$ cat src/rtl/me_branch_resolve_t.sv
`default_nettype none
// ============================================================================
// me_branch_resolve_t : memory-stage branch/jump resolution with redirect,
//                       wrong-path squash window and performance counters
// Revision: 1.0
// ============================================================================
module me_branch_resolve_t #(
    parameter int XLEN        = 32,
    parameter int FLUSH_DEPTH = 2,
    parameter int CNT_W       = 16
) (
    input  logic             CLK,
    input  logic             RST,
    input  logic             ACT,
    input  logic             STALL,
    input  logic [3:0]       r_me1_branchop_Q,
    input  logic [XLEN-1:0]  r_me1_src1_Q,
    input  logic [XLEN-1:0]  r_me1_src2_Q,
    input  logic [XLEN-1:0]  r_me1_pc_Q,
    input  logic [XLEN-1:0]  r_me1_imm_Q,
    input  logic             r_me1_pred_Q,
    input  logic             cnt_clr,
    output logic             s_me1_pcsrc_Q,
    output logic [XLEN-1:0]  s_me1_target_Q,
    output logic             s_me1_squash_Q,
    output logic             s_me1_busy_Q,
    output logic [CNT_W-1:0] branch_cnt_Q,
    output logic [CNT_W-1:0] mispred_cnt_Q
);

    localparam logic [3:0] c_op_bne  = 4'd2;
    localparam logic [3:0] c_op_beq  = 4'd3;
    localparam logic [3:0] c_op_blt  = 4'd4;
    localparam logic [3:0] c_op_bge  = 4'd5;
    localparam logic [3:0] c_op_bltu = 4'd6;
    localparam logic [3:0] c_op_bgeu = 4'd7;
    localparam logic [3:0] c_op_jal  = 4'd8;
    localparam logic [3:0] c_op_jalr = 4'd9;

    localparam logic [2:0]      c_flush_depth = 3'(FLUSH_DEPTH);
    localparam logic [XLEN-1:0] c_inst_bytes  = XLEN'(4);
    localparam logic [XLEN-1:0] c_lsb_mask    = ~XLEN'(1);
    localparam logic [CNT_W-1:0] c_cnt_one    = CNT_W'(1);

    typedef enum logic [1:0] {
        ST_IDLE     = 2'd0,
        ST_REDIRECT = 2'd1,
        ST_SHADOW   = 2'd2
    } state_t;

    state_t           r_state;
    logic [2:0]       r_shadow_cnt;
    logic             r_pcsrc;
    logic             r_squash;
    logic             r_busy;
    logic [XLEN-1:0]  r_target;
    logic [CNT_W-1:0] r_branch_cnt;
    logic [CNT_W-1:0] r_mispred_cnt;

    logic             w_eq;
    logic             w_lt_s;
    logic             w_lt_u;
    logic             w_taken;
    logic             w_is_branch;
    logic             w_squash_now;
    logic             w_eval;
    logic             w_mis;
    logic [XLEN-1:0]  w_pc_rel;
    logic [XLEN-1:0]  w_jalr_sum;
    logic [XLEN-1:0]  w_seq_pc;
    logic [XLEN-1:0]  w_target;

    assign w_eq   = (r_me1_src1_Q == r_me1_src2_Q);
    assign w_lt_s = ($signed(r_me1_src1_Q) < $signed(r_me1_src2_Q));
    assign w_lt_u = (r_me1_src1_Q < r_me1_src2_Q);

    always_comb begin
        w_taken = 1'b0;
        case (r_me1_branchop_Q)
            c_op_bne:           w_taken = ~w_eq;
            c_op_beq:           w_taken = w_eq;
            c_op_blt:           w_taken = w_lt_s;
            c_op_bge:           w_taken = ~w_lt_s;
            c_op_bltu:          w_taken = w_lt_u;
            c_op_bgeu:          w_taken = ~w_lt_u;
            c_op_jal, c_op_jalr: w_taken = 1'b1;
            default:            w_taken = 1'b0;
        endcase
    end

    assign w_is_branch = (r_me1_branchop_Q >= c_op_bne) && (r_me1_branchop_Q <= c_op_jalr);

    // Adders wrap at XLEN; carries out are intentionally dropped.
    assign w_pc_rel   = r_me1_pc_Q + r_me1_imm_Q;
    assign w_jalr_sum = r_me1_src1_Q + r_me1_imm_Q;
    assign w_seq_pc   = r_me1_pc_Q + c_inst_bytes;

    always_comb begin
        w_target = w_seq_pc;
        if (r_me1_branchop_Q == c_op_jalr) begin
            w_target = w_jalr_sum & c_lsb_mask;
        end else if (w_taken) begin
            w_target = w_pc_rel;
        end
    end

    assign w_squash_now = (r_state != ST_IDLE);
    assign w_eval       = ACT & ~STALL & ~w_squash_now & w_is_branch;
    assign w_mis        = w_eval & (w_taken != r_me1_pred_Q);

    always_ff @(posedge CLK) begin
        if (!RST) begin
            r_state      <= ST_IDLE;
            r_shadow_cnt <= 3'd0;
            r_pcsrc      <= 1'b0;
            r_squash     <= 1'b0;
            r_busy       <= 1'b0;
            r_target     <= '0;
        end else begin
            case (r_state)
                ST_IDLE: begin
                    if (w_mis) begin
                        r_state  <= ST_REDIRECT;
                        r_pcsrc  <= 1'b1;
                        r_busy   <= 1'b1;
                        r_target <= w_target;
                    end
                end
                ST_REDIRECT: begin
                    // Single-cycle pulse regardless of STALL.
                    r_state      <= ST_SHADOW;
                    r_pcsrc      <= 1'b0;
                    r_squash     <= 1'b1;
                    r_shadow_cnt <= c_flush_depth;
                end
                ST_SHADOW: begin
                    if (!STALL) begin
                        if (r_shadow_cnt <= 3'd1) begin
                            r_state      <= ST_IDLE;
                            r_squash     <= 1'b0;
                            r_busy       <= 1'b0;
                            r_shadow_cnt <= 3'd0;
                        end else begin
                            r_shadow_cnt <= r_shadow_cnt - 3'd1;
                        end
                    end
                end
                default: begin
                    r_state  <= ST_IDLE;
                    r_pcsrc  <= 1'b0;
                    r_squash <= 1'b0;
                    r_busy   <= 1'b0;
                end
            endcase
        end
    end

    always_ff @(posedge CLK) begin
        if (!RST) begin
            r_branch_cnt  <= '0;
            r_mispred_cnt <= '0;
        end else if (cnt_clr) begin
            r_branch_cnt  <= '0;
            r_mispred_cnt <= '0;
        end else begin
            if (w_eval && !(&r_branch_cnt)) begin
                r_branch_cnt <= r_branch_cnt + c_cnt_one;
            end
            if (w_mis && !(&r_mispred_cnt)) begin
                r_mispred_cnt <= r_mispred_cnt + c_cnt_one;
            end
        end
    end

    assign s_me1_pcsrc_Q  = r_pcsrc;
    assign s_me1_target_Q = r_target;
    assign s_me1_squash_Q = r_squash;
    assign s_me1_busy_Q   = r_busy;
    assign branch_cnt_Q   = r_branch_cnt;
    assign mispred_cnt_Q  = r_mispred_cnt;

endmodule
`default_nettype wire

$ cat config.mk
export PLATFORM = sky130hd
export DESIGN_NAME = me_branch_resolve_t
export DESIGN_NICKNAME = d
export VERILOG_FILES = /design/src/rtl/me_branch_resolve_t.sv
export SDC_FILE = /design/constraint.sdc
export NUM_CORES = 1
export LEC_CHECK = 0
export ABC_CLOCK_PERIOD_IN_PS = 5100
export BUFFER_PORTS_ARGS = -buffer_cell sky130_fd_sc_hd__buf_2
export CORE_UTILIZATION = 45
export CTS_BUF_LIST = sky130_fd_sc_hd__clkbuf_8
export DETAILED_ROUTE_END_ITERATION = 16
export GPL_ROUTABILITY_DRIVEN = 0
export PLACE_DENSITY = 0.68
export SETUP_SLACK_MARGIN = 0.3
export SLEW_MARGIN = 15
export SYNTH_ARGS = -nofsm -noshare
export SYNTH_HDL_FRONTEND = slang
export SYNTH_SLANG_ARGS = --single-unit
$ cat constraint.sdc
create_clock -name CLK -period 5.1 [get_ports CLK]
set_clock_uncertainty 0.2 [all_clocks]
set_input_delay 0.255 -clock CLK [delete_from_list [all_inputs] [get_ports CLK]]
set_output_delay 0.255 -clock CLK [all_outputs]
set_load 0.05 [all_outputs]
==> results.txt, run 1 <==
The fraction of layout cells with a size suffix above 1 came out at between 10% and 20%. The post-route DRC violation count is 0. The die height is 136 µm. The critical path ends at s_me1_target_Q[30]$_SDFFE_PN0P_. The number of port buffers came out at slightly above 200. The total grt overflow came out at 0. Summing all placed instances gives a cell area of 9300 µm². The type of the worst min-delay path is in2reg.

The core region is 17400 µm². In the global route stage, overall resource usage came out at 26.9%. STA classifies the critical path startpoint as an input pin.

The number of max-cap violations came out at 0. The transition at the pin with the smallest max-transition slack came out at around 840 ps. The area growth from synthesis to final layout came out at 17.6%. The repair_antennas step left the layout with diodes totalling 0.

Of the synthesized area, sequential elements account for 17.8%. The floorplan row count is between 40 and 50. The starting density of the core came out at between 40% and 50%.

Dividing the synthesized area by the synthesized cell count gives 7.40 µm². Across the VDD grid, the largest voltage drop is roughly 160 µV. The maximum clock path buffer count came out at 2. The number of buffers created by CTS came out at 9.

The final critical-path setup slack is 1210 ps. The critical-path maximum fanout came out at 18. The clock drives 72 sinks. The number of detailed-routing iterations run before antenna repair is 5. The endpoint of the worst register-to-register path is mispred_cnt_Q[15]$_SDFFE_PP0P_. The largest net degree at the start of global routing came out at 42.

The kind of critical path is in2reg. Dividing the detail-routed via count by the number of cells gives 5.73. The number of cells on the worst reg-to-reg path came out at 10.

The wire length per cell came out at 16.4 µm. The final number of max-transition violations came out at 0. The floorplan step defined a die boundary enclosing between 15000 and 20000 µm².

In the layout the commonest cells are sky130_fd_sc_hd__buf_2 (204), sky130_fd_sc_hd__nand2_1 (100), sky130_fd_sc_hd__a21oi_1 (99), sky130_fd_sc_hd__ha_1 (98), sky130_fd_sc_hd__nor2_1 (92). The width of the die is 136 µm. In this run, synthesis produced a sequential element count of slightly above 70.

Setup repair after global routing left no endpoint under its margin. The final route contains 8630 vias. Setup slack on the worst reg-to-reg path comes out at 2230 ps. The number of enable-type register cells in the synthesized netlist is 0. The run finished with clean final reports. The wire length of the first global-routing pass is 39100 µm. The number of ports placed on the die boundary came out at 205. The net count of the finished layout is 1514. The worst hold margin is between 150 and 200 ps.

The required time of the critical path came out at roughly 5200 ps. The final period demand of the worst path is roughly 3900 ps. Setup violations remaining at the end of the flow were counted as 0. Once the clock tree was built, the setup fixing pass inserted 0 buffers.

The power per unit of standard cell area came out at 194 nW/µm². The number of instances in the synthesized netlist came out at 1093. TritonCTS built the clock tree. The number of H-tree levels is 3. The yosys synthesis warning count came out at 0. Leaving out fill and tap cells, the most frequent cell in the layout is sky130_fd_sc_hd__buf_2.

In this run the tightest slew margin relative to its limit is 43.7%. Of the available clock period, the critical path in the final layout requires approximately three quarters. The cell chosen for the clock root is sky130_fd_sc_hd__clkbuf_8. The synthesized area is between 8000 and 9000 µm².

The critical path launch point is r_me1_src1_Q[31]. The fraction of post-synthesis cell area in the top cell type by area came out at 17.8%. The cell area after layout came out at 9510 µm². Among all flip-flop cells after synthesis, the most frequent one is sky130_fd_sc_hd__dfxtp_1.

The number of failing hold endpoints at the final stage is 0. sky130_fd_sc_hd__dfxtp_1 takes more of the synthesized area than any other cell. The number of routed nets with antenna violations came out at 0. The worst setup timing slack at the placement stage came out at 800 ps. STA classifies the critical path endpoint as a flop.

The number of violations reported at the end of detailed-routing iteration 0 is approximately 450. Clock latency on the worst-skew pair, taken at its later pin, is 380 ps. The final setup TNS is 0 ps. The data arrival time of the worst path came out at 3940 ps. The power consumption came out at around 0.0018 W. The via count of the first global-routing pass came out at 7940.

For this run, the top clock speed supported by timing is 0.257 GHz. Clock-pin slew was measured on the worst setup and hold paths at approximately 90 ps. By area the synthesized netlist is led by sky130_fd_sc_hd__dfxtp_1 (18%), sky130_fd_sc_hd__ha_1 (15%), sky130_fd_sc_hd__a21oi_1 (6.1%), sky130_fd_sc_hd__xnor2_1 (5.7%), sky130_fd_sc_hd__nand2_1 (4.6%).

The worst register-to-register path begins at mispred_cnt_Q[2]$_SDFFE_PP0P_. Synthesis produced a netlist with a net count of 1331. The synthesized netlist contains 67 unique library cells. For this design the static power due to leakage is 4.44 nW. The number of antenna violations at the first check in global routing came to 0. After synthesis, the share of flip-flops with an asynchronous set or reset is 0%. The final layout contains routed wiring with a total length of around 25000 µm.

Detailed placement ended at an HPWL of 20200 µm.
power by group:
part	total (W)	switching [W]	internal, W	leakage, nW
logic	0.000771	0.000461	0.000310	3.75
clock network	0.000483	0.000253	0.000231	0.104
registers	0.000587	0.0000109	0.000576	0.582
cells by family (layout without fill, tap and decap cells):
kind of cell,Yosys count,count (layout),share of synthesized area [%]
compound gates,348,348,27.8
xor+xnor,91,91,9.85
fa+ha+maj,100,100,15.7
buf+inv,106,294,5.15
flops,72,72,17.8
mux,7,7,0.866
simple gates,369,369,22.9
state kept, by name, indices dropped and copies added, names as in the netlist:
| register | count |
|---|---|
| branch_cnt_Q | 16 |
| mispred_cnt_Q | 16 |
| r_shadow_cnt | 3 |
| r_state | 2 |
| s_me1_busy_Q | 1 |
| s_me1_pcsrc_Q | 1 |
| s_me1_squash_Q | 1 |
| s_me1_target_Q | 32 |
cells in the mapped netlist (4+ instances only):
| cell type | number |
|---|---|
| sky130_fd_sc_hd__nand4_1 | 20 |
| sky130_fd_sc_hd__o31ai_1 | 9 |
| sky130_fd_sc_hd__dfxtp_1 | 72 |
| sky130_fd_sc_hd__nand3_1 | 35 |
| sky130_fd_sc_hd__buf_2 | 6 |
| sky130_fd_sc_hd__xnor2_1 | 53 |
| sky130_fd_sc_hd__o21bai_1 | 6 |
| sky130_fd_sc_hd__a311oi_1 | 6 |
| sky130_fd_sc_hd__a31oi_1 | 18 |
| sky130_fd_sc_hd__nor2_1 | 92 |
| sky130_fd_sc_hd__nor3_1 | 20 |
| sky130_fd_sc_hd__inv_1 | 65 |
| sky130_fd_sc_hd__o211ai_1 | 30 |
| sky130_fd_sc_hd__a211oi_1 | 7 |
| sky130_fd_sc_hd__nor2b_1 | 16 |
| sky130_fd_sc_hd__o21ai_0 | 71 |
| sky130_fd_sc_hd__and2_1 | 9 |
| sky130_fd_sc_hd__nor4_1 | 4 |
| sky130_fd_sc_hd__nand2b_1 | 8 |
| sky130_fd_sc_hd__a21boi_0 | 11 |
| sky130_fd_sc_hd__xor2_1 | 38 |
| sky130_fd_sc_hd__a21oi_1 | 99 |
| sky130_fd_sc_hd__a211o_1 | 7 |
| sky130_fd_sc_hd__nand2_1 | 100 |
| sky130_fd_sc_hd__or3_1 | 19 |
| sky130_fd_sc_hd__and3_1 | 13 |
| sky130_fd_sc_hd__nand4b_1 | 5 |
| sky130_fd_sc_hd__and4_1 | 6 |
| sky130_fd_sc_hd__o211a_1 | 5 |
| sky130_fd_sc_hd__mux2i_1 | 7 |
| sky130_fd_sc_hd__nor3b_1 | 5 |
| sky130_fd_sc_hd__a221oi_1 | 5 |
| sky130_fd_sc_hd__ha_1 | 98 |
| sky130_fd_sc_hd__clkbuf_1 | 33 |
| sky130_fd_sc_hd__a21o_1 | 30 |
| sky130_fd_sc_hd__o21a_1 | 13 |
how the worst min path moves through the flow:
stage                                   start                         endpoint  slack, ps  cells after the start
6_report                        r_me1_pc_Q[1]   s_me1_target_Q[1]$_SDFFE_PN0P_        150                      5
5_1_grt                        r_me1_pc_Q[18]  s_me1_target_Q[18]$_SDFFE_PN0P_        180                      4
4_1_cts                                 STALL     r_shadow_cnt[1]$_SDFFE_PN0P_        130                      3
3_5_place_dp   s_me1_target_Q[2]$_SDFFE_PN0P_   s_me1_target_Q[2]$_SDFFE_PN0P_        260                      2
3_3_place_gp   s_me1_target_Q[3]$_SDFFE_PN0P_   s_me1_target_Q[3]$_SDFFE_PN0P_        250                      2
2_1_floorplan                             RST    mispred_cnt_Q[2]$_SDFFE_PP0P_        270                      2
layer usage:
layer  track usage, %  wire, µm  part of all wire [%]  up-vias
li1                 -         -                     -     4366
met1             34.9     11200                    45     3964
met2             44.5     11300                    46      254
met3             3.77      1630                   6.6       46
met4             10.7       700                   2.8        0
met5                0         0                     0        -
critical path, stage by stage:
cell and delay [ps]:
sky130_fd_sc_hd__buf_2 120, sky130_fd_sc_hd__ha_1 390, sky130_fd_sc_hd__nand4_2 220, sky130_fd_sc_hd__nor4_2 750, sky130_fd_sc_hd__a311o_1 270, sky130_fd_sc_hd__a31oi_1 80, sky130_fd_sc_hd__a31oi_1 310, sky130_fd_sc_hd__a31oi_1 200
sky130_fd_sc_hd__nor3b_4 490, sky130_fd_sc_hd__buf_4 310, sky130_fd_sc_hd__nand2_1 70, sky130_fd_sc_hd__a2111oi_0 380, sky130_fd_sc_hd__a211oi_1 90
final cells by class:
class | count | area (µm²)
Multi-Input combinational cell | 915 | 6240
Clock buffer | 9 | 124
Timing Repair Buffer | 213 | 1100
Sequential cell | 72 | 1440
Fill cell | 1789 | 7910
Tap cell | 225 | 282
Inverter | 65 | 244
Clock inverter | 7 | 78.8
stage by stage:
stage,std cells,utilization (%)
6_report,1506,54.6
3_3_place_gp,1489,53.4
2_1_floorplan,1093,-
5_1_grt,1506,54.6
3_5_place_dp,1489,53.4
4_1_cts,1506,54.6
repair_timing:
item | CTS | global route
resized for setup | 0 | 0
hold buffers | 1 | 0
endpoints found under the hold margin | 1 | 0
Power figures use the tool's default switching activity.
==> run 2, diff against run 1 <==
--- a/config.mk
+++ b/config.mk
@@ -5,7 +5,7 @@
 export SDC_FILE = /design/constraint.sdc
 export NUM_CORES = 1
 export LEC_CHECK = 0
-export ABC_CLOCK_PERIOD_IN_PS = 5100
+export ABC_CLOCK_PERIOD_IN_PS = 3800
 export BUFFER_PORTS_ARGS = -buffer_cell sky130_fd_sc_hd__buf_2
 export CORE_UTILIZATION = 45
 export CTS_BUF_LIST = sky130_fd_sc_hd__clkbuf_8
==> constraint.sdc (replaced) <==
create_clock -name CLK -period 3.8 [get_ports CLK]
set_clock_uncertainty 0.2 [all_clocks]
set_input_delay 0.19 -clock CLK [delete_from_list [all_inputs] [get_ports CLK]]
set_output_delay 0.19 -clock CLK [all_outputs]
set_load 0.05 [all_outputs]
==> results.txt, run 2 (same netlist as run 1, synthesis figures left out) <==
The run finished with clean final reports. The utilization after layout came out at between 50% and 60%. The share of total power dissipated in the clock network is 26.5%. The floorplan step defined a core boundary enclosing 17400 µm². The wire length of the first global-routing pass is just under 40000 µm.

In this run the critical register-to-register path is launched from mispred_cnt_Q[2]$_SDFFE_PP0P_. Once the floorplan was initialized, standard cells occupied 46.4% of the core. The floorplan has 48 rows.

The largest net degree at the start of global routing came out at 42. The register-to-register setup slack is 1070 ps. Excluding fillers, the count of instances in the completed layout stands at ~1.5k. Setup repair after global routing left no endpoint under its margin.

The CTS tree is done. The data arrival time of the worst path is 3370 ps. The fraction of layout cells with a size suffix above 1 came out at about a fifth. STA classifies the critical path startpoint as an input pin.

The share of total power in combinational logic is 42.4%. The max-slew headroom at the worst pin came out at between 40% and 50%. Leaving out fill and tap cells, the most frequent cell in the layout is sky130_fd_sc_hd__buf_2. The flip-flop count of the largest register after layout came out at 32. The power consumption is 0.00253 W. The type of the worst min-delay path is in2reg. In this run the power spent charging and discharging nets is 0.00101 W. After detailed routing, the average wire length per cell comes to 16.3 µm.

The count of nets left with antenna violations once routing finished came out at 0. The number of H-tree levels is 3. The worst setup timing slack at the placement stage came out at -39.5 ps. The number of nets at the end of the flow came out at between 1.5k and 2k.

The maximum clock path buffer count is 2. In this run the count of I/O pins placed on the die edge is roughly 210. The die is 136 µm tall. The total placed cells including tap cells came out at 1507. The total grt overflow is 0. The required time of the critical path is 3860 ps. Summing all placed instances gives a cell area of 9460 µm². The final number of max-transition violations is 0. Dividing the detail-routed via count by the number of cells gives 5.80. Global routing consumed, over all layers together, 26.6% of the routing resources.

The number of cells on the worst reg-to-reg path is 10. The number of violations reported at the end of detailed-routing iteration 0 is 634. The post-DP HPWL is 20300 µm.

The cell area after layout came out at 9680 µm². Setup violations remaining at the end of the flow were counted as 0. The number of antenna violations at the first check in global routing was 0. The top cell types in the final layout, fill and taps aside, are sky130_fd_sc_hd__buf_2 (204), sky130_fd_sc_hd__nand2_1 (100), sky130_fd_sc_hd__a21oi_1 (99), sky130_fd_sc_hd__ha_1 (98), sky130_fd_sc_hd__nor2_1 (92). The final period demand of the worst path is 3310 ps. For this run, the detailed router's first-pass iteration total came to 5.

At the later pin of the worst-skew pair, clock insertion delay measures 390 ps. The post-route DRC violation count is 0. The via count of the first global-routing pass is approximately 7.9k. The repair_antennas step left the layout with diodes totalling 0. The worst register-to-register path ends at mispred_cnt_Q[1]$_SDFFE_PP0P_. The via total after detailed routing came out at 8840. The width of the die came out at 136 µm. The internal cell power is 0.00153 W. The clock sink count came out at 72. The worst setup path is captured at a flop. The final critical-path setup slack came out at about 490 ps.

The filler cell count in the final layout is roughly 1.7k. The number of port buffers is 204. The number of failing hold endpoints at the final stage is 0. The leakage component of the power came out at 4.54 nW. The critical-path maximum fanout is 15. The worst-case IR drop observed on VDD is 210 µV. The cell sitting at the root of the clock tree is a sky130_fd_sc_hd__clkbuf_8. In this run the power density over the cells is 262 nW/µm². The critical path starts at r_me1_src1_Q[13].

The worst setup path endpoint is s_me1_target_Q[27]$_SDFFE_PN0P_. The post-CTS clock slew at the launch and capture registers of the worst setup and hold paths came out at about 80 ps. The tool flagged a number of max-cap violations equal to 0. The final critical-path share of the clock period came out at 87.1%. At the pin with the least slew margin, the transition time is 878 ps.

The overall routed net length is 24900 µm. The critical path in this run is classified as in2reg. The number of buffers created by CTS came out at 9. From synthesis to final layout, the design area changed by 19.7%. The floorplan step defined a die boundary enclosing 18500 µm². Sequential cells account for 31.1% of the total power. The maximum frequency from static timing analysis is slightly above 0.3 GHz.

The net switching fraction of the power came out at 39.7%.
## run 2: cell count changes in the layout (fill, tap and decap cells not counted), sizes merged
cell,change
buf,+19
clkinv,-2
clkinvlp,+1
inv,+1
## run 2: power by group through the flow
stage	combinational, W	clock [W]	sequential [W]
2_1_floorplan	0.000664	0	0.000865
3_3_place_gp	0.00105	0	0.000805
3_5_place_dp	0.00106	0	0.000805
4_1_cts	0.00106	0.000682	0.000788
5_1_grt	0.00118	0.000709	0.000790
6_report	0.00107	0.000671	0.000788
## run 2: cell type report
cell class | count | area (µm²) | share of cell area, %
multi-input cells | 915 | 6240 | 64.5
flip-flops and latches | 72 | 1440 | 14.9
repair buffers | 232 | 1270 | 13.1
well taps | 225 | 282 | 2.91
inverters | 65 | 244 | 2.52
clock buffers | 9 | 124 | 1.28
clock inverters | 7 | 77.6 | 0.801
## run 2: worst min-delay path by stage
stage | depth (start not counted) | slack (ps) | startpoint | to
after global placement | 2 | 250 | s_me1_busy_Q$_SDFFE_PN0P_ | s_me1_busy_Q$_SDFFE_PN0P_
after floorplan | 2 | 200 | RST | mispred_cnt_Q[2]$_SDFFE_PP0P_
final | 5 | 30 | r_me1_pc_Q[1] | s_me1_target_Q[1]$_SDFFE_PN0P_
after CTS | 5 | 20 | r_me1_pc_Q[1] | s_me1_target_Q[1]$_SDFFE_PN0P_
after global routing | 5 | 70 | r_me1_pc_Q[1] | s_me1_target_Q[1]$_SDFFE_PN0P_
after detailed placement | 2 | 270 | s_me1_target_Q[2]$_SDFFE_PN0P_ | s_me1_target_Q[2]$_SDFFE_PN0P_
## run 2: critical path, stage by stage
cell                       delay, ps
sky130_fd_sc_hd__buf_2           110
sky130_fd_sc_hd__ha_1            300
sky130_fd_sc_hd__a21o_1          180
sky130_fd_sc_hd__a21oi_1         160
sky130_fd_sc_hd__o221ai_1        220
sky130_fd_sc_hd__a2111o_1        520
sky130_fd_sc_hd__or4b_4          530
sky130_fd_sc_hd__a31oi_1         320
sky130_fd_sc_hd__nor3b_4          70
sky130_fd_sc_hd__buf_4           170
sky130_fd_sc_hd__buf_4           150
sky130_fd_sc_hd__buf_4           180
sky130_fd_sc_hd__o21ai_0         170
sky130_fd_sc_hd__a21oi_1          70
## run 2: stage by stage
| stage | hold slack (ps) | TNS (ps) |
|---|---|---|
| 3_5_place_dp | 270 | -39.5 |
| 2_1_floorplan | 201 | 0 |
| 5_1_grt | 71.3 | 0 |
| 3_3_place_gp | 251 | 0 |
| 6_report | 28.8 | 0 |
| 4_1_cts | 23.9 | 0 |
## run 2: repair_timing
action                                  4_1_cts  5_1_grt
setup buffers                                 0        1
endpoints found under the setup margin        0        9
hold buffers                                  1        0
gates resized for setup                       0        1
endpoints found under the hold margin         1        0
## run 2: metal layers
metal	part of all wire (%)	vias up	GRT usage (%)
met5	0	-	0
met4	1.9	0	7.41
met3	7.1	41	4.62
met2	46	298	44.3
met1	45	4083	35.1
li1	-	4418	-
==> run 3, diff against run 2 <==
--- a/config.mk
+++ b/config.mk
@@ -7,6 +7,7 @@
 export LEC_CHECK = 0
 export ABC_CLOCK_PERIOD_IN_PS = 3800
 export BUFFER_PORTS_ARGS = -buffer_cell sky130_fd_sc_hd__buf_2
+export CORE_MARGIN = 2
 export CORE_UTILIZATION = 45
 export CTS_BUF_LIST = sky130_fd_sc_hd__clkbuf_8
 export DETAILED_ROUTE_END_ITERATION = 16
==> results.txt, run 3 (same netlist as run 1, synthesis figures left out) <==
The flow ran to the end, and the final reports show no timing, DRC or antenna violations. The fraction of layout cells with a size suffix above 1 came out at 19.5%. The cell sitting at the root of the clock tree is a sky130_fd_sc_hd__clkbuf_8. Across every metal layer, demand over resource in global routing totals 25.0%. Summing over every cut layer, the via total after detailed routing is 8694. The number of nets at the end of the flow came out at 1526. The power per unit of standard cell area is 259 nW/µm². The post-DP HPWL is 20200 µm. The clock latency at the later pin of the worst-skew pair is 350 ps. The overall routed net length came out at approximately 25000 µm. The maximum clock path buffer count came out at 2. The number of max-cap violations came out at 0. The area growth from synthesis to final layout is 19.1%. The CTS tree is done. The worst setup timing slack at the placement stage is 38.8 ps.

The number of detailed-routing iterations run before antenna repair is 7. The register-to-register setup slack is 1010 ps. The critical-path maximum fanout came out at 34.

The final number of max-transition violations came out at 0. In the layout the commonest cells are sky130_fd_sc_hd__buf_2 (204), sky130_fd_sc_hd__nand2_1 (100), sky130_fd_sc_hd__a21oi_1 (99), sky130_fd_sc_hd__ha_1 (98), sky130_fd_sc_hd__nor2_1 (92). The via count of the first global-routing pass came to 8052. After global routing the overflow that remains totals 0. The required time of the critical path is approximately 3800 ps.

The number of ports placed on the die boundary is 205. The largest net degree at the start of global routing is 42. The max-slew headroom at the worst pin came out at 51.8%. The number of antenna violations at the first check in global routing is 0.

The kind of cell with the highest combined delay along the critical path is simple AND/OR/NAND/NOR gates. The signal on the critical path passes through buf_2, ha_1, nand4_2, nor3_1, a221o_1, a2111o_1, or4b_4, nand4_1, nor3b_4, buf_4, o21ai_0, a21oi_1, nor2_1. The register with the most flip-flops in the layout has 32 of them. Counting both buffers and inverters, the worst setup path holds a total of 2. After detailed routing, the number of remaining DRC violations is 0.

The die height came out at 138 µm. The floorplan step set the die width to 138 µm. The area of the multi-input gates is 6240 µm².

The critical path is of the in2reg type. On the critical path, the stage with the largest delay is an instance of sky130_fd_sc_hd__or4b_4. The wire length per cell came out at ~16 µm. The library cell used most frequently in the layout, excluding fill and tap cells, is sky130_fd_sc_hd__buf_2.

In this run, the number of DRC markers left after iteration 0 of detailed routing was 525. The highest cell delay on the worst timing path came out at between 500 and 600 ps. The final setup TNS is 0 ps.

Setup repair after global routing could not meet its margin everywhere. The number of setup buffers added after CTS is 0. The sequential standard cell area came out at 1440 µm². After filler insertion, the fill cell instance count of the layout stands at 1743. Summed over all cells, the static leakage comes to approximately 4.5 nW.

The highest ir drop seen on vdd is 163 µV. The number of routed nets with antenna violations is 0. The number of failing hold endpoints at the final stage came out at 0. The repair_antennas step left the layout with diodes totalling 0. In this run the number of H-tree levels came out at 3. The clock sink count is slightly above 70. The starting density of the core came out at 45.5%.

The floorplan step defined a die boundary enclosing 19100 µm². The data arrival time of the worst path is roughly 3400 ps. The wire length of the first global-routing pass came out at about 40000 µm. The final critical-path share of the clock period came out at between 80% and 90%.

In this run, CTS created clock tree buffers numbering 9. The worst path needs 3380 ps of the cycle, external delays included. The worst hold margin came out at 95.6 ps.

The final critical-path setup slack came out at 423 ps. The path class of the tightest hold or removal check is in2reg. Based on the critical path, the design can be clocked at up to 0.296 GHz. The final count of negative-setup-slack endpoints came out at 0.

The mean number of vias per cell is 5.71. The post-CTS clock slew at the launch and capture registers of the worst setup and hold paths came out at 80 ps. The kind of start point of the critical path is an input pin. The worst setup path is captured at a flop.

The region available for standard cell placement spans 17800 µm². For the pin with the worst max-slew slack, the measured transition is 723 ps. The floorplan row count is 49. Input and output buffers added on the ports amount to roughly 200.
==> run 3: layer usage <==
layer | routed length [µm] | track usage, %
met5 | 0 | 0
met1 | 11700 | 35.0
met2 | 11300 | 41.8
met3 | 1260 | 2.25
met4 | 425 | 6.07
==> run 3: cell type report <==
type / instances / share of cell area, %
Clock buffer: 11 / 1.57
Clock inverter: 5 / 0.585
Inverter: 65 / 2.53
Multi-Input combinational cell: 915 / 64.8
Sequential cell: 72 / 15.0
Tap cell: 229 / 2.98
Timing Repair Buffer: 225 / 12.5
==> run 3: path summary, 6_finish.rpt <==
check                               endpoint                             from  depth (start not counted)
max          s_me1_target_Q[19]$_SDFFE_PN0P_                 r_me1_src1_Q[31]                         13
min           s_me1_target_Q[1]$_SDFFE_PN0P_                    r_me1_pc_Q[1]                          5
max reg2reg    mispred_cnt_Q[1]$_SDFFE_PP0P_    mispred_cnt_Q[2]$_SDFFE_PP0P_                         10
min reg2reg  s_me1_target_Q[16]$_SDFFE_PN0P_  s_me1_target_Q[16]$_SDFFE_PN0P_                          2
==> run 3: what timing repair did <==
item	4_1_cts	5_1_grt
hold buffers	1	0
gates resized for setup	0	3
endpoints found under the hold margin	1	0
setup endpoints to repair	0	8
==> run 3: worst min-delay path, stage by stage <==
cell and delay (ps):
sky130_fd_sc_hd__buf_2 110, sky130_fd_sc_hd__nand2_1 50, sky130_fd_sc_hd__o211ai_1 70, sky130_fd_sc_hd__nand3_1 80
sky130_fd_sc_hd__a21boi_0 80
==> run 3: where the power goes <==
| group | switching (W) | internal, W |
|---|---|---|
| registers | 0.0000152 | 0.000774 |
| logic | 0.000627 | 0.000430 |
| clock network | 0.000305 | 0.000339 |
| total | 0.000948 | 0.00154 |
==> run 3: through the flow <==
step | utilization (%) | std cells | cell area [µm²] | power, W
6_report | 54.2 | 1522 | 9630 | 0.00249
5_1_grt | 54.2 | 1522 | 9630 | 0.00265
4_1_cts | 54.1 | 1522 | 9620 | 0.00249
3_5_place_dp | 52.9 | 1505 | 9410 | 0.00185
3_3_place_gp | 52.9 | 1505 | 9410 | 0.00184
2_1_floorplan | - | 1093 | 8090 | 0.00153
